**config.mk**
```make
export PLATFORM = sky130hd
export DESIGN_NAME = dac_frame_scheduler
export DESIGN_NICKNAME = d
export VERILOG_FILES = /design/src/rtl/dac_frame_scheduler_pkg.sv /design/src/rtl/dac_frame_scheduler_rr_arbiter.sv /design/src/rtl/dac_frame_scheduler.sv
export SDC_FILE = /design/constraint.sdc
export NUM_CORES = 1
export LEC_CHECK = 0
export ABC_AREA = 0
export BUFFER_PORTS_ARGS = -buffer_cell sky130_fd_sc_hd__buf_4
export CAP_MARGIN = 30
export CORE_MARGIN = 2
export CORE_UTILIZATION = 49
export CTS_CLUSTER_SIZE = 8
export DETAILED_ROUTE_END_ITERATION = 10
export PLACE_DENSITY = 0.82
export SYNTH_ARGS = -nofsm -noshare
export SYNTH_HDL_FRONTEND = slang
export SYNTH_SLANG_ARGS = --single-unit
```
**constraint.sdc**
```tcl
create_clock -name clk -period 2.25 [get_ports clk]
set_input_delay 0.225 -clock clk [delete_from_list [all_inputs] [get_ports clk]]
set_output_delay 0.225 -clock clk [all_outputs]
set_load 0.01 [all_outputs]
```
**src/rtl/dac_frame_scheduler_pkg.sv**
```systemverilog
// Shared types and constants for the AD5681R frame scheduler.
// Frame width, state encoding and DAC command nibbles.
package dac_sched_pkg;

    localparam int FRAME_W = 24;
    localparam int IDX_W   = 3;

    localparam logic [3:0] WRITE_DAC_AND_INPUT = 4'h3;
    localparam logic [3:0] WRITE_INPUT         = 4'h1;
    localparam logic [3:0] UPDATE_DAC          = 4'h2;

    typedef enum logic [2:0] {
        S_IDLE,
        S_START,
        S_XFER,
        S_GAP,
        S_LDAC
    } dac_sched_state_t;

endpackage

```
**src/rtl/dac_frame_scheduler_rr_arbiter.sv**
```systemverilog
// Round-robin arbiter: combinational pick starting at ptr,
// with ptr advancing past the winner whenever a grant is taken.
module rr_arbiter
    import dac_sched_pkg::*;
#(
    parameter int NUM_REQ = 2
) (
    input  logic               clk,
    input  logic               rst_n,
    input  logic [NUM_REQ-1:0] req,
    input  logic               upd,
    output logic [NUM_REQ-1:0] gnt,
    output logic [IDX_W-1:0]   idx,
    output logic               valid
);

    logic [IDX_W-1:0] ptr;
    logic             found;

    always_comb begin
        gnt   = '0;
        idx   = '0;
        found = 1'b0;
        for (int k = 0; k < NUM_REQ; k++) begin
            for (int i = 0; i < NUM_REQ; i++) begin
                if (!found && req[i] &&
                    i == (int'(ptr) + k) % NUM_REQ) begin
                    gnt[i] = 1'b1;
                    idx    = IDX_W'(i);
                    found  = 1'b1;
                end
            end
        end
    end

    assign valid = |req;

    always_ff @(posedge clk or negedge rst_n) begin
        if (!rst_n) begin
            ptr <= '0;
        end else if (upd) begin
            ptr <= (int'(idx) == NUM_REQ - 1) ? '0 : idx + IDX_W'(1);
        end
    end

endmodule

```
**src/rtl/dac_frame_scheduler.sv**
```systemverilog
// Round-robin scheduler sharing one AD5681R SPI master between requesters.
// Define DAC_SCHED_LDAC_EN to build the LDAC pulse state after each frame.
module dac_frame_scheduler
    import dac_sched_pkg::*;
#(
    parameter int NUM_REQ     = 2,
    parameter int GAP_CYCLES  = 4,
    parameter int LDAC_CYCLES = 2
) (
    input  logic                       clk,
    input  logic                       rst_n,
    input  logic [NUM_REQ-1:0]         req,
    input  logic [NUM_REQ*FRAME_W-1:0] req_data,
    output logic [NUM_REQ-1:0]         gnt,
    output logic                       spi_start,
    output logic [FRAME_W-1:0]         spi_data,
    input  logic                       spi_done,
    output logic                       ldac_n,
    output logic                       busy,
    output logic [IDX_W-1:0]           last_gnt
);

    localparam int CNT_MAX = (GAP_CYCLES > LDAC_CYCLES) ?
                             GAP_CYCLES : LDAC_CYCLES;
    localparam int CNT_W   = $clog2(CNT_MAX + 1);

    dac_sched_state_t   state, state_nxt;
    logic [CNT_W-1:0]   cnt;
    logic [NUM_REQ-1:0] arb_gnt;
    logic [IDX_W-1:0]   arb_idx;
    logic               arb_valid;
    logic               take;
    logic               gap_last;
    logic [FRAME_W-1:0] data_sel;

    assign take = (state == S_IDLE) && arb_valid;

    rr_arbiter #(
        .NUM_REQ (NUM_REQ)
    ) u_arb (
        .clk   (clk),
        .rst_n (rst_n),
        .req   (req),
        .upd   (take),
        .gnt   (arb_gnt),
        .idx   (arb_idx),
        .valid (arb_valid)
    );

    // Grant is a Mealy output of IDLE; masked while reset is held
    assign gnt       = (take && rst_n) ? arb_gnt : '0;
    assign spi_start = (state == S_START);
    assign busy      = (state != S_IDLE);
    assign gap_last  = (GAP_CYCLES == 0) ||
                       (int'(cnt) >= GAP_CYCLES - 1);

`ifdef DAC_SCHED_LDAC_EN
    logic ldac_last;
    assign ldac_last = (int'(cnt) >= LDAC_CYCLES - 1);
    assign ldac_n    = (state != S_LDAC);
`else
    assign ldac_n    = 1'b1;
`endif

    always_comb begin
        data_sel = '0;
        for (int i = 0; i < NUM_REQ; i++) begin
            if (arb_gnt[i]) data_sel = req_data[i*FRAME_W +: FRAME_W];
        end
    end

    always_comb begin
        state_nxt = state;
        unique case (state)
            S_IDLE:  if (arb_valid) state_nxt = S_START;
            S_START: state_nxt = S_XFER;
            S_XFER: begin
                if (spi_done) begin
`ifdef DAC_SCHED_LDAC_EN
                    state_nxt = S_LDAC;
`else
                    state_nxt = S_GAP;
`endif
                end
            end
`ifdef DAC_SCHED_LDAC_EN
            S_LDAC:  if (ldac_last) state_nxt = S_GAP;
`endif
            S_GAP:   if (gap_last) state_nxt = S_IDLE;
            default: state_nxt = S_IDLE;
        endcase
    end

    // cnt restarts on every state change and saturates at CNT_MAX
    always_ff @(posedge clk or negedge rst_n) begin
        if (!rst_n) begin
            state    <= S_IDLE;
            cnt      <= '0;
            spi_data <= '0;
            last_gnt <= '0;
        end else begin
            state <= state_nxt;
            if (state_nxt != state) begin
                cnt <= '0;
            end else if (int'(cnt) < CNT_MAX) begin
                cnt <= cnt + CNT_W'(1);
            end
            if (take) begin
                spi_data <= data_sel;
                last_gnt <= arb_idx;
            end
        end
    end

endmodule

```
# Word level (Yosys, flattened, before mapping)
# Index checks and enable logic that the tools add are counted.
[op_classes]
add_sub_neg = 3
order_cmp = 2
n_eq_ne = 6
mux = 19
bitwise = 1
reduce_logical = 18
[op_table]
columns = ["cell", "count"]
rows = [
  ["zero test 32 bit", 2],
  ["two-way mux 24 bit", 2],
  ["two-way mux 3 bit", 5],
  ["one-hot mux 3 bit (4 select lines)", 1],
  ["two-way mux 1 bit", 10],
  ["logical AND 1 bit", 9],
  ["equality test 3 x 2 -> 1 bit, second input constant", 2],
  ["adder 3 x 1 -> 3 bit, second input constant", 1],
  ["equality test 3 x 1 -> 1 bit, second input constant", 1],
  ["greater-or-equal comparator 3 x 2 -> 1 bit, second input constant", 1],
  ["zero test 1 bit", 3],
  ["zero test 3 bit", 1],
  ["less-than comparator 3 bit, second input constant", 1],
  ["inequality test 3 bit", 1],
  ["nonzero test 3 bit", 1],
  ["adder 1 bit, second input constant", 2],
  ["equality test 2 bit, first input constant", 1],
  ["two-way mux 2 bit", 1],
  ["nonzero test 2 bit", 1],
  ["OR reduction 2 bit", 1],
  ["AND 1 bit, first input constant", 1],
  ["equality test 1 bit, second input constant", 1],
]
[totals]
register_bits = 34
inputBits = 53

# Depth between registers and ports, before layout
# Gate-level depths: netlist of run 1.
[logic_depth]
ltp_word = 17
depth_mapped = 5

# Cells and area by module
# Synthesis of run 1 repeated with hierarchy kept, for this count alone.
[unflattened]
hier_cells = 158
area_unflattened_um2 = 1609.0
[modules_own_cells]
columns = ["module", "instances", "cells_each", "area_each_um2"]
rows = [
  ["dac_frame_scheduler", 1, 147, 1500.2],
  ["rr_arbiter", 1, 11, 108.9],
]

# Worst setup path before layout of run 1
# No wires, ideal clock.
[synth_path]
path_type = "flip-flop to output port"
from = "reg state[0]"
to = "out gnt[0]"
arrival_time_ns = 1.328
t_required_ns = 2.025
path_slack_ns = 0.697
path_stages_with_launch = 6
n_path_buf = 2
path_cell_list = "dfrtp_1 nor3_4 o21a_1 buf_6 buf_12 and3_1"
[synth_via]
elab_chain_cells = 4
[synth_lines]
columns = ["element", "line_no", "text"]
rows = [
  ["start, declared", "dac_frame_scheduler.sv:27", "dac_sched_state_t state, state_nxt;"],
  ["start signal, assigned", "dac_frame_scheduler.sv:102", "state <= state_nxt;"],
  ["zero test 3 bit", "dac_frame_scheduler.sv:36", "assign take = (state == S_IDLE) && arb_valid;"],
  ["logical AND 1 bit", "dac_frame_scheduler.sv:36", ""],
  ["logical AND 1 bit", "dac_frame_scheduler.sv:51", "assign gnt = (take && rst_n) ? arb_gnt : '0;"],
  ["two-way mux 2 bit", "dac_frame_scheduler.sv:51", ""],
  ["end, declared", "dac_frame_scheduler.sv:14", "output logic [NUM_REQ-1:0] gnt,"],
]
# Every way passes these cells.

# Final worst setup path of run 1
# Same ends and word-level chain as after synthesis.

==> metrics.md, run 1 <==
| Metric | Value |
|---|---|
| All-Layer GR Usage | `22.17%` |
| Hold_ws | `between 0.2 and 0.25 ns` |
| LEAKAGE | `1.158 nW` |
| CTS tree | `yes` |
| Crit Path Max Fanout | `18` |
| Final WL | `approximately 4200 um` |
| Peak supply drop | `0.0005719 V` |
| H-tree depth | `2` |
| WL per Instance | `16.61 um` |
| R2R Setup Slk | `0.53 ns` |
| Main flop type after synthesis | `dfrtp_1` |
| Root Driver | `clkbuf_4` |
| Area Growth Syn to Fin | `39.03%` |
| Worst Reg-to-Reg Cells | `5` |
| Placed cell area | `2321 um2` |
| Number of synthesized flops with an enable pin | `0` |
| Seq/Total Area, Yosys | `46.51%` |
| # clock sinks | `32` |
| N_diodes | `0` |
| Final nets | `between 200 and 300` |
| Worst-path clk slew | `0.09 ns` |
| Max Cap Violations | `0` |
| Pwr Density | `between 1000 and 1500 nW/um2` |
| Worst skew pair latency | `between 0.3 and 0.4 ns` |
| Setup TNS | `0 ns` |
| RSZ-0062 raised after global routing | `no` |
| Clock tree buffer depth | `2` |
| CP arrival | `between 1.5 and 2 ns` |
| Hold Path End | `u_arb.ptr[0]` |
| Hold Path Class | `in -> reg` |
| Gr ovfl total | `0` |
| Fmax | `475.9 MHz` |
| Avg Cell Area, Syn | `13.77 um2` |
| Async set-or-reset flop fraction in the synthesized netlist | `100.0%` |
| Crit Path Class | `reg -> out` |
| First-pass GRT wire length | `6748 um` |
| IO Port Bufs | `81` |
| Pin count of the biggest net entering global routing | `35` |
| Die area | `4004 um2` |
| Num rows | `21` |
| Final Cycle Share | `93.38%` |
| Hold Crit Start | `req[0]` |
| Number of global-route vias before repair | `1,399` |
| Critical path data required time | `2.03 ns` |
| Post-Syn Area | `1722 um2` |
| Core ar. | `3363 um2` |
| Clock skew | `0.01043 ns` |
| Routed vias/inst | `5.583` |
| Die height | `63.28 um` |
| First-pass DRT Iterations | `4` |
| Hpwl dp | `3180 um` |
| Most frequent cells in the layout | `buf_4 (85), dfrtp_1 (32), a32o_1 (24)` |
| Number of distinct library cells after synthesis | `34` |
| First DRT Iteration DRCs | `44` |
| Tmin final | `2.101 ns` |
| Final Cell Area | `between 2000 and 2500 um2` |
| Initial antenna violation count | `0` |
| Post-route DRC | `0` |
| GPL Wtd Cong | `0.7918` |
| Outcome | `complete, no violations` |
| Final Hold Fails | `0` |
| CTS buffer count | `5` |
| Final ANT Viol Nets | `0` |
| Synth warn | `0` |
| Endpoints failing setup | `0` |
| Worst r2r dst | `cnt[2]` |
| #FFs+latches synth | `32` |
| Syn Inst Count | `125` |
| DR vias | `1,418` |
| Num ports | `85` |
| Critical path cell sequence | `nor3_4 -> o21a_1 -> buf_6 -> and3_1 -> buf_4` |
| Final Max Tran Viols | `0` |
| Die Width | `around 63 um` |
| Worst setup SP type | `flip-flop` |
| Hold Path Depth | `3` |
| Layout cells sized above 1 | `between 50 and 60%` |
| Slowest stage delay, CP | `0.47 ns` |
| Starting Density | `51.19%` |
| Commonest non-fill, non-tap cell in the layout | `buf_4` |
| Crit. End Element | `output port` |
| Slowest CP cell | `dfrtp_1` |
| Worst r2r src | `cnt[0]` |
sequential cells by signal (all words and copies together) (netlist names):
register / count
last_gnt: 1
cnt: 3
spi_data: 24
state: 3
u_arb.ptr: 1
area by class of cell:
cell class,count,area (um2)
Clock buffer,8,58.81
Multi-Input combinational cell,79,809.5
Fill cell,258,969.7
Tap cell,46,57.56
Timing Repair Buffer,87,659.4
Inverter,2,7.507
Sequential cell,32,800.8
worst max-delay path: cells and delay by family, from the launching register on:
kind	cells	cell delay, ns
flip-flops	1	0.47
AND/OR/NAND/NOR	2	0.50
AO/OA/AOI/OAI	1	0.20
buffers and inverters	2	0.36
metal layers:
layer  GRT usage, %  part of all wire, %  vias up
met4          10.87                  2.9        0
met3          8.571                  6.9       14
met5              0                    0        -
li1               -                    -      651
met1          25.00                   41      699
met2          36.70                   49       54
cells in the mapped netlist (2+ instances only):
master / number / area, um2
mux2_4: 18 / 270.3
buf_4: 3 / 22.52
inv_1: 2 / 7.510
a32o_1: 24 / 240.2
conb_1: 2 / 7.510
buf_12: 2 / 40.04
dfrtp_1: 32 / 800.8
clkbuf_1: 2 / 7.510
nor4_1: 2 / 12.51
mux2_2: 6 / 67.56
nor3_1: 2 / 10.01
buf_2: 6 / 30.03
ha_1: 2 / 25.02
a21oi_1: 2 / 10.01
repair_timing:
item	CTS	global route
setup endpoints to repair	0	1
hold buffers	1	0
setup buffers	0	0
endpoints found under the hold margin	32	0
gates resized for setup	0	1
how the worst max path moves through the flow:
stage	endpoint	startpoint	slack, ns	cells after the start
finish	gnt[0]	state[0]	0.15	5
global route	gnt[0]	state[0]	0.02	5
CTS	gnt[0]	state[0]	0.07	5
detailed placement	gnt[0]	state[0]	0.46	5
global placement	gnt[0]	state[0]	0.52	5
floorplan	gnt[0]	state[0]	0.70	5
kinds of logic (layout without fill, tap and decap cells):
kind of cell	count (synthesis)	in the layout	synth area share, %
fa+ha+maj	2	2	1.453
other cells	2	4	0.4362
xor+xnor	2	2	1.018
mux	25	25	20.20
compound gates	34	34	18.24
buf+inv	16	97	6.904
simple gates	12	12	5.233
flops	32	32	46.51
stage by stage:
step	utilization [%]	total power [mW]	std cells	setup WS [ns]
after floorplan	-	1.745	127	0.6965
after global placement	69.01	2.212	245	0.5214
after CTS	71.06	2.604	254	0.07271
after global routing	71.17	2.736	254	0.01992
after detailed placement	69.01	2.257	245	0.4597
final	71.17	2.584	254	0.1488
report_power, final:
group          total, mW  switching (mW)  internal [mW]
Clock              0.334           0.180          0.154
Sequential         0.992           0.176          0.816
Combinational       1.26           0.495          0.763
Total               2.58           0.851           1.73
Note: power is estimated with default switching activity, not from simulation.
==> inputs of run 2 (changes only) <==
==> constraint.sdc (replaced) <==
create_clock -name clk -period 2.25 [get_ports clk]
set_input_delay 0.45 -clock clk [delete_from_list [all_inputs] [get_ports clk]]
set_output_delay 0.45 -clock clk [all_outputs]
set_load 0.01 [all_outputs]
==> run 2 against run 1 <==
Setup slack better by 0.078 ns. Critical endpoint unchanged. Clock power about the same. Cell area increased by 0.47%. Highest routed layer unchanged. Non-clock buffer count grew 2. Combinational power hardly changed. Die area did not move. Wire length up 0.57%. Largest cell class unchanged. First-iteration DRC count is 23% lower. Total power increased by 0.17%. Global-route usage is essentially flat.
==> metrics.md, run 2 (same netlist as run 1, synthesis figures left out) <==
| Metric | Value |
|---|---|
| First-pass DRT Iterations | `4 (unchanged)` |
| Flop pwr share | `38.1% (was 38.4%)` |
| Post-route setup slack | `0.2270 ns (was 0.1488 ns)` |
| Setup TNS | `0 ns (unchanged)` |
| P_int | `1.735 mW (was 1.732 mW)` |
| All-Layer GR Usage | `22.12% (was 22.17%)` |
| GPL Wtd Cong | `0.7462 (was 0.7918)` |
| Die height | `63.28 um (unchanged)` |
| Starting Density | `51.19% (unchanged)` |
| Slew margin rel. | `between 60% and 70%` |
| Final WL | `4243 um (was 4219 um)` |
| Fin cells | `256 (was 254)` |
| Commonest non-fill, non-tap cell in the layout | `buf_4 (unchanged)` |
| Register area | `800.8 um2 (unchanged)` |
| Pwr Density | `1076 nW/um2 (was 1079 nW/um2)` |
| CTS tree | `yes (unchanged)` |
| Max reg flops | `24 (unchanged)` |
| Final Hold Fails | `0 (unchanged)` |
| R2R Setup Slk | `0.40 ns (was 0.53 ns)` |
| Final Max Tran Viols | `0 (unchanged)` |
| Slowest CP cell | `dfrtp_1 (unchanged)` |
| Post-Place Cells | `247 (was 245)` |
| Clock power frac | `12.8% (was 12.9%)` |
| Num ports | `85 (unchanged)` |
| Top reg by flops | `spi_data (unchanged)` |
| Peak supply drop | `0.0006035 V (was 0.0005719 V)` |
| Final nets | `264 (was 262)` |
| Sw Share | `32.97% (was 32.95%)` |
| Hold Path End | `u_arb.ptr[0] (unchanged)` |
| DR vias | `1,431 (was 1,418)` |
| Root Driver | `clkbuf_4 (unchanged)` |
| Gr ovfl total | `0 (unchanged)` |
| Num rows | `21 (unchanged)` |
| Hold Crit Start | `req[0] (unchanged)` |
| Most frequent cells in the layout | `buf_4 (88), dfrtp_1 (32), a32o_1 (24) (was buf_4 (85), dfrtp_1 (32), a32o_1 (24))` |
| Critical path data required time | `1.80 ns (was 2.03 ns)` |
| Worst Reg-to-Reg Cells | `5 (unchanged)` |
| Worst-path clk slew | `0.10 ns (was 0.09 ns)` |
| Post-cts repair resize count | `0 (unchanged)` |
| Core ar. | `3363 um2 (unchanged)` |
| Hold Path Class | `in -> reg (unchanged)` |
| Worst r2r src | `cnt[0] (unchanged)` |
| Number of global-route vias before repair | `1,487 (was 1,399)` |
| Endpoints failing setup | `0 (unchanged)` |
| Crit. End Element | `output port (unchanged)` |
| Crit Path Class | `reg -> out (unchanged)` |
| WL per Instance | `16.57 um (was 16.61 um)` |
| Worst setup SP type | `flip-flop (unchanged)` |
| Outcome | `complete, no violations (unchanged)` |
| Tmin final | `2.023 ns (was 2.101 ns)` |
| Crit Path Max Fanout | `7 (was 18)` |
| Die Width | `63.28 um (unchanged)` |
| Layout filler cell count | `252 (was 258)` |
| Multi-input gate area | `809.5 um2 (unchanged)` |
| IO Port Bufs | `81 (unchanged)` |
| Final ANT Viol Nets | `0 (unchanged)` |
| Layout cells sized above 1 | `57.62% (was 57.21%)` |
| Hpwl dp | `3260 um (was 3180 um)` |
| First DRT Iteration DRCs | `34 (was 44)` |
| CP arrival | `1.57 ns (was 1.88 ns)` |
| H-tree depth | `2 (unchanged)` |
| # clock sinks | `32 (unchanged)` |
| Die area | `4004 um2 (unchanged)` |
| N_diodes | `0 (unchanged)` |
| CTS buffer count | `5 (unchanged)` |
| Initial antenna violation count | `0 (unchanged)` |
| Clock tree buffer depth | `2 (unchanged)` |
| Worst r2r dst | `cnt[2] (unchanged)` |
| First-pass GRT wire length | `6927 um (was 6748 um)` |
| Combinational Power Share | `49.1% (was 48.7%)` |
| Regs by FF count | `spi_data (24), cnt (3), state (3) (unchanged)` |
| Pwr Total | `2.588 mW (was 2.584 mW)` |
| Slowest stage delay, CP | `0.48 ns (was 0.47 ns)` |
| Fmax | `494.3 MHz (was 475.9 MHz)` |
| Critical path cell sequence | `nor3_4 -> o21a_1 -> and3_1 -> buf_4 (was nor3_4 -> o21a_1 -> buf_6 -> and3_1 -> buf_4)` |
| Clock skew | `0.01277 ns (was 0.01043 ns)` |
| Setup WS pre-CTS | `0.3991 ns (was 0.4597 ns)` |
| Routed vias/inst | `5.590 (was 5.583)` |
| Area Growth Syn to Fin | `39.68% (was 39.03%)` |
| Post-route DRC | `0 (unchanged)` |
| RSZ-0062 raised after global routing | `no (unchanged)` |
| Final Cycle Share | `89.91% (was 93.38%)` |
| P_sw | `0.8534 mW (was 0.8512 mW)` |
| Pin count of the biggest net entering global routing | `30 (was 35)` |
| LEAKAGE | `1.167 nW (was 1.158 nW)` |
| Max Cap Violations | `0 (unchanged)` |
| Worst slew pin tran | `0.4864 ns` |
| Worst skew pair latency | `0.33 ns (was 0.34 ns)` |
| Hold Path Depth | `3 (unchanged)` |
[run 2: repair_timing]
action,in CTS,in global routing
setup buffers,0,0
hold endpoints to repair,12,0
hold buffers,1,0
[run 2: power by group through the flow]
stage	sequential, mW	combinational (mW)	clock (mW)
6_report	0.986	1.27	0.332
5_1_grt	1.02	1.35	0.375
4_1_cts	0.986	1.28	0.342
3_5_place_dp	0.998	1.27	0
3_3_place_gp	0.984	1.23	0
2_1_floorplan	1.07	0.674	0
[run 2: metal layers]
layer	vias up	part of all wire (%)	global-route usage, %
li1	657	-	-
met4	0	2.1	7.880
met3	9	6.9	6.607
met2	65	51	37.10
met1	700	40	27.10
met5	-	0	0
[run 2: layout make-up]
class                      count  share of cell area [%]
sequential                    32                   33.30
timing repair buffer          89                   27.89
multi-input combinational     79                   33.66
inverter                       2                  0.3122
clock buffer                   8                   2.445
tap                           46                   2.393
[run 2: how the worst max path moves through the flow]
stage / startpoint / to / slack [ns]
floorplan: state[0] / gnt[0] / 0.47
global placement: req[0] / spi_data[19] / 0.56
detailed placement: cnt[0] / cnt[2] / 0.40
CTS: state[0] / gnt[0] / 0.20
global route: state[0] / gnt[0] / 0.12
finish: state[0] / gnt[0] / 0.23
[run 2: worst max-delay path: cells and delay by family, from the launching register on]
kind            cells  cell delay (ns)
compound gates      1             0.20
buf+inv             1             0.12
simple gates        2             0.45
flops               1             0.48
[run 2: stage by stage]
| stage | util, % | hold slack [ns] | cell area [um2] |
|---|---|---|---|
| 2_1_floorplan | - | 0.1544 | 1729 |
| 3_3_place_gp | 69.46 | 0.3041 | 2336 |
| 3_5_place_dp | 69.46 | 0.3080 | 2336 |
| 4_1_cts | 71.50 | 0.4400 | 2405 |
| 5_1_grt | 71.50 | 0.4323 | 2405 |
| 6_report | 71.50 | 0.4478 | 2405 |
==> inputs of run 3 (changes only) <==
Settings changed: REMOVE_ABC_BUFFERS from default to 1.
==> run 3 against run 2 <==
Utilization grew 0.30 points. Hold slack better by 0.0045 ns. Via count fell by 0.42%. Critical path depth did not move. Non-clock buffer count shrank 1. Clock skew barely moved. Largest power group unchanged.
==> metrics.md, run 3 (same netlist as run 1, synthesis figures left out) <==
| Metric | Value |
|---|---|
| Layout cells sized above 1 | `57.89% (was 57.62%)` |
| Outcome | `complete, no violations (unchanged)` |
| Gr ovfl total | `0 (unchanged)` |
| Crit. End Element | `output port (unchanged)` |
| Slowest stage delay, CP | `0.49 ns (was 0.48 ns)` |
| Hold_ws | `0.4523 ns (was 0.4478 ns)` |
| Flop pwr share | `37.3% (was 38.1%)` |
| CTS buffer count | `5 (unchanged)` |
| Hold Path Depth | `3 (unchanged)` |
| Crit Path Class | `reg -> out (unchanged)` |
| Post-CTS Setup Bufs | `0 (unchanged)` |
| CTS tree | `yes (unchanged)` |
| M2 GR Usage | `38.83% (was 37.10%)` |
| Critical path data required time | `1.80 ns (about the same)` |
| Commonest non-fill, non-tap cell in the layout | `buf_4 (unchanged)` |
| Endpoints failing setup | `0 (unchanged)` |
| Worst-path clk slew | `0.11 ns (was 0.10 ns)` |
| First-pass DRT Iterations | `4 (unchanged)` |
| Final Cycle Share | `92.36% (was 89.91%)` |
| Clock tree buffer depth | `2 (unchanged)` |
| First-pass GRT wire length | `6982 um (was 6927 um)` |
| Number of global-route vias before repair | `1,452 (was 1,487)` |
| N_diodes | `0 (unchanged)` |
| Top reg by flops | `spi_data (unchanged)` |
| # clock sinks | `32 (unchanged)` |
| Combinational Power Share | `46.8% (was 49.1%)` |
| Final nets | `263 (was 264)` |
| Most frequent cells in the layout | `buf_4 (87), dfrtp_1 (32), a32o_1 (24) (was buf_4 (88), dfrtp_1 (32), a32o_1 (24))` |
| Max reg flops | `24 (unchanged)` |
| Root Driver | `clkbuf_4 (unchanged)` |
| Critical Path Stages | `4 (unchanged)` |
| Max Cap Violations | `0 (unchanged)` |
| Pwr Density | `1109 nW/um2 (was 1076 nW/um2)` |
| Slowest CP cell | `dfrtp_1 (unchanged)` |
| P_int | `1.809 mW (was 1.735 mW)` |
| Die height | `63.28 um (unchanged)` |
| Met3 Use GR | `6.607% (unchanged)` |
| Routed vias/inst | `5.588 (was 5.590)` |
| Setup WS pre-CTS | `0.4883 ns (was 0.3991 ns)` |
| First DRT Iteration DRCs | `74 (was 34)` |
| Final Hold Fails | `0 (unchanged)` |
| Regs by FF count | `spi_data (24), cnt (3), state (3) (unchanged)` |
| LEAKAGE | `1.172 nW (was 1.167 nW)` |
| Tmin final | `2.078 ns (was 2.023 ns)` |
| Crit Path Max Fanout | `7 (unchanged)` |
| Clock skew | `0.01287 ns (was 0.01277 ns)` |
| H-tree depth | `2 (unchanged)` |
| Post-route DRC | `0 (unchanged)` |
| Starting Density | `51.19% (unchanged)` |
| Area Growth Syn to Fin | `40.26% (was 39.68%)` |
| Hpwl dp | `3199 um (was 3260 um)` |
| Clock power frac | `16.0% (was 12.8%)` |
| Placed cell area | `2328 um2 (was 2336 um2)` |
| DR vias | `1,425 (was 1,431)` |
| CP arrival | `1.63 ns (was 1.57 ns)` |
| Worst skew pair latency | `0.33 ns (about the same)` |
| Crit path buf inv count | `1 (unchanged)` |
| Final Max Tran Viols | `0 (unchanged)` |
| Peak supply drop | `0.0006311 V (was 0.0006035 V)` |
| All-Layer GR Usage | `22.68% (was 22.12%)` |
| Fmax | `481.2 MHz (was 494.3 MHz)` |
| Num ports | `85 (unchanged)` |
| Hold Path Class | `in -> reg (unchanged)` |
| Die Width | `63.28 um (unchanged)` |
| WL per Instance | `16.77 um (was 16.57 um)` |
| RSZ-0062 raised after global routing | `no (unchanged)` |
| Final WL | `4276 um (was 4243 um)` |
| CP delay by family, top | `flip-flops (unchanged)` |
| Final ANT Viol Nets | `0 (unchanged)` |
| Pin count of the biggest net entering global routing | `30 (unchanged)` |
| Met1 usage | `26.57% (was 27.10%)` |
| Num rows | `21 (unchanged)` |
| P_sw | `0.8696 mW (was 0.8534 mW)` |
| Post-route setup slack | `0.1719 ns (was 0.2270 ns)` |
| Final Cell Area | `2415 um2 (was 2405 um2)` |
| GPL Wtd Cong | `0.7085 (was 0.7462)` |
| Worst setup SP type | `flip-flop (unchanged)` |
| Die area | `4004 um2 (unchanged)` |
| Sw Share | `32.46% (was 32.97%)` |
| Worst Reg-to-Reg Cells | `4 (was 5)` |
| Core ar. | `3363 um2 (unchanged)` |
| Initial antenna violation count | `0 (unchanged)` |
| Global route hottest layer | `met2 (unchanged)` |
| IO Port Bufs | `81 (unchanged)` |
| Critical path cell sequence | `nor3_4 -> o21a_1 -> and3_1 -> buf_4 (unchanged)` |
run 3: cell count changes in the layout (fill, tap and decap cells not counted):
cell / change
clkbuf_1: -1
buf_4: -1
clkbuf_8: -1
bufinv_16: +1
clkinv_2: +1
run 3: layout make-up:
class / instances / area (um2)
tap: 46 / 57.56
clock buffer: 6 / 41.29
clock inverter: 2 / 35.03
fill: 247 / 948.4
sequential: 32 / 800.8
timing repair buffer: 88 / 663.1
multi-input combinational: 79 / 809.5
inverter: 2 / 7.507
run 3: worst register-to-register path, delay by kind of cell (launching register included):
family                 cells  cell delay [ns]
DFF                        1             0.49
and+or+nand+nor            1             0.33
muxes                      1             0.33
buffers and inverters      1             0.28
AOI/OAI and AO/OA          1             0.20
run 3: timing repair:
item,4_1_cts,5_1_grt
hold buffers,1,0
hold endpoints to repair,8,0
resized for setup,0,0
run 3: power groups by stage:
stage / combinational, mW / sequential (mW) / clock (mW)
finish: 1.25 / 0.999 / 0.427
global route: 1.34 / 1.03 / 0.471
CTS: 1.26 / 0.998 / 0.435
detailed placement: 1.26 / 1.00 / 0
global placement: 1.23 / 0.988 / 0
floorplan: 0.601 / 1.07 / 0
run 3: through the flow:
| step | total power, mW | std cells | utilization (%) | setup TNS, ns |
|---|---|---|---|---|
| finish | 2.679 | 255 | 71.80 | 0 |
| global route | 2.841 | 255 | 71.80 | 0 |
| CTS | 2.694 | 255 | 71.80 | 0 |
| detailed placement | 2.260 | 246 | 69.23 | 0 |
| global placement | 2.218 | 246 | 69.23 | 0 |
| floorplan | 1.672 | 113 | - | -0.1251 |
run 3: routing by layer:
| layer | vias up | part of all wire [%] |
|---|---|---|
| li1 | 649 | - |
| met1 | 704 | 38 |
| met2 | 62 | 54 |
| met3 | 10 | 6.0 |
| met4 | 0 | 2.2 |
| met5 | - | 0 |
run 3: path summary, 6_finish.rpt:
path	to	from	slack, ns
worst max-delay path	gnt[0]	state[0]	0.17
min in group asynchronous	spi_data[4]	rst_n	0.49
worst max register to register	spi_data[19]	state[0]	0.51
worst min-delay path	u_arb.ptr[0]	req[0]	0.45
worst min register to register	spi_data[23]	spi_data[23]	0.52
max in group asynchronous	state[2]	rst_n	1.24
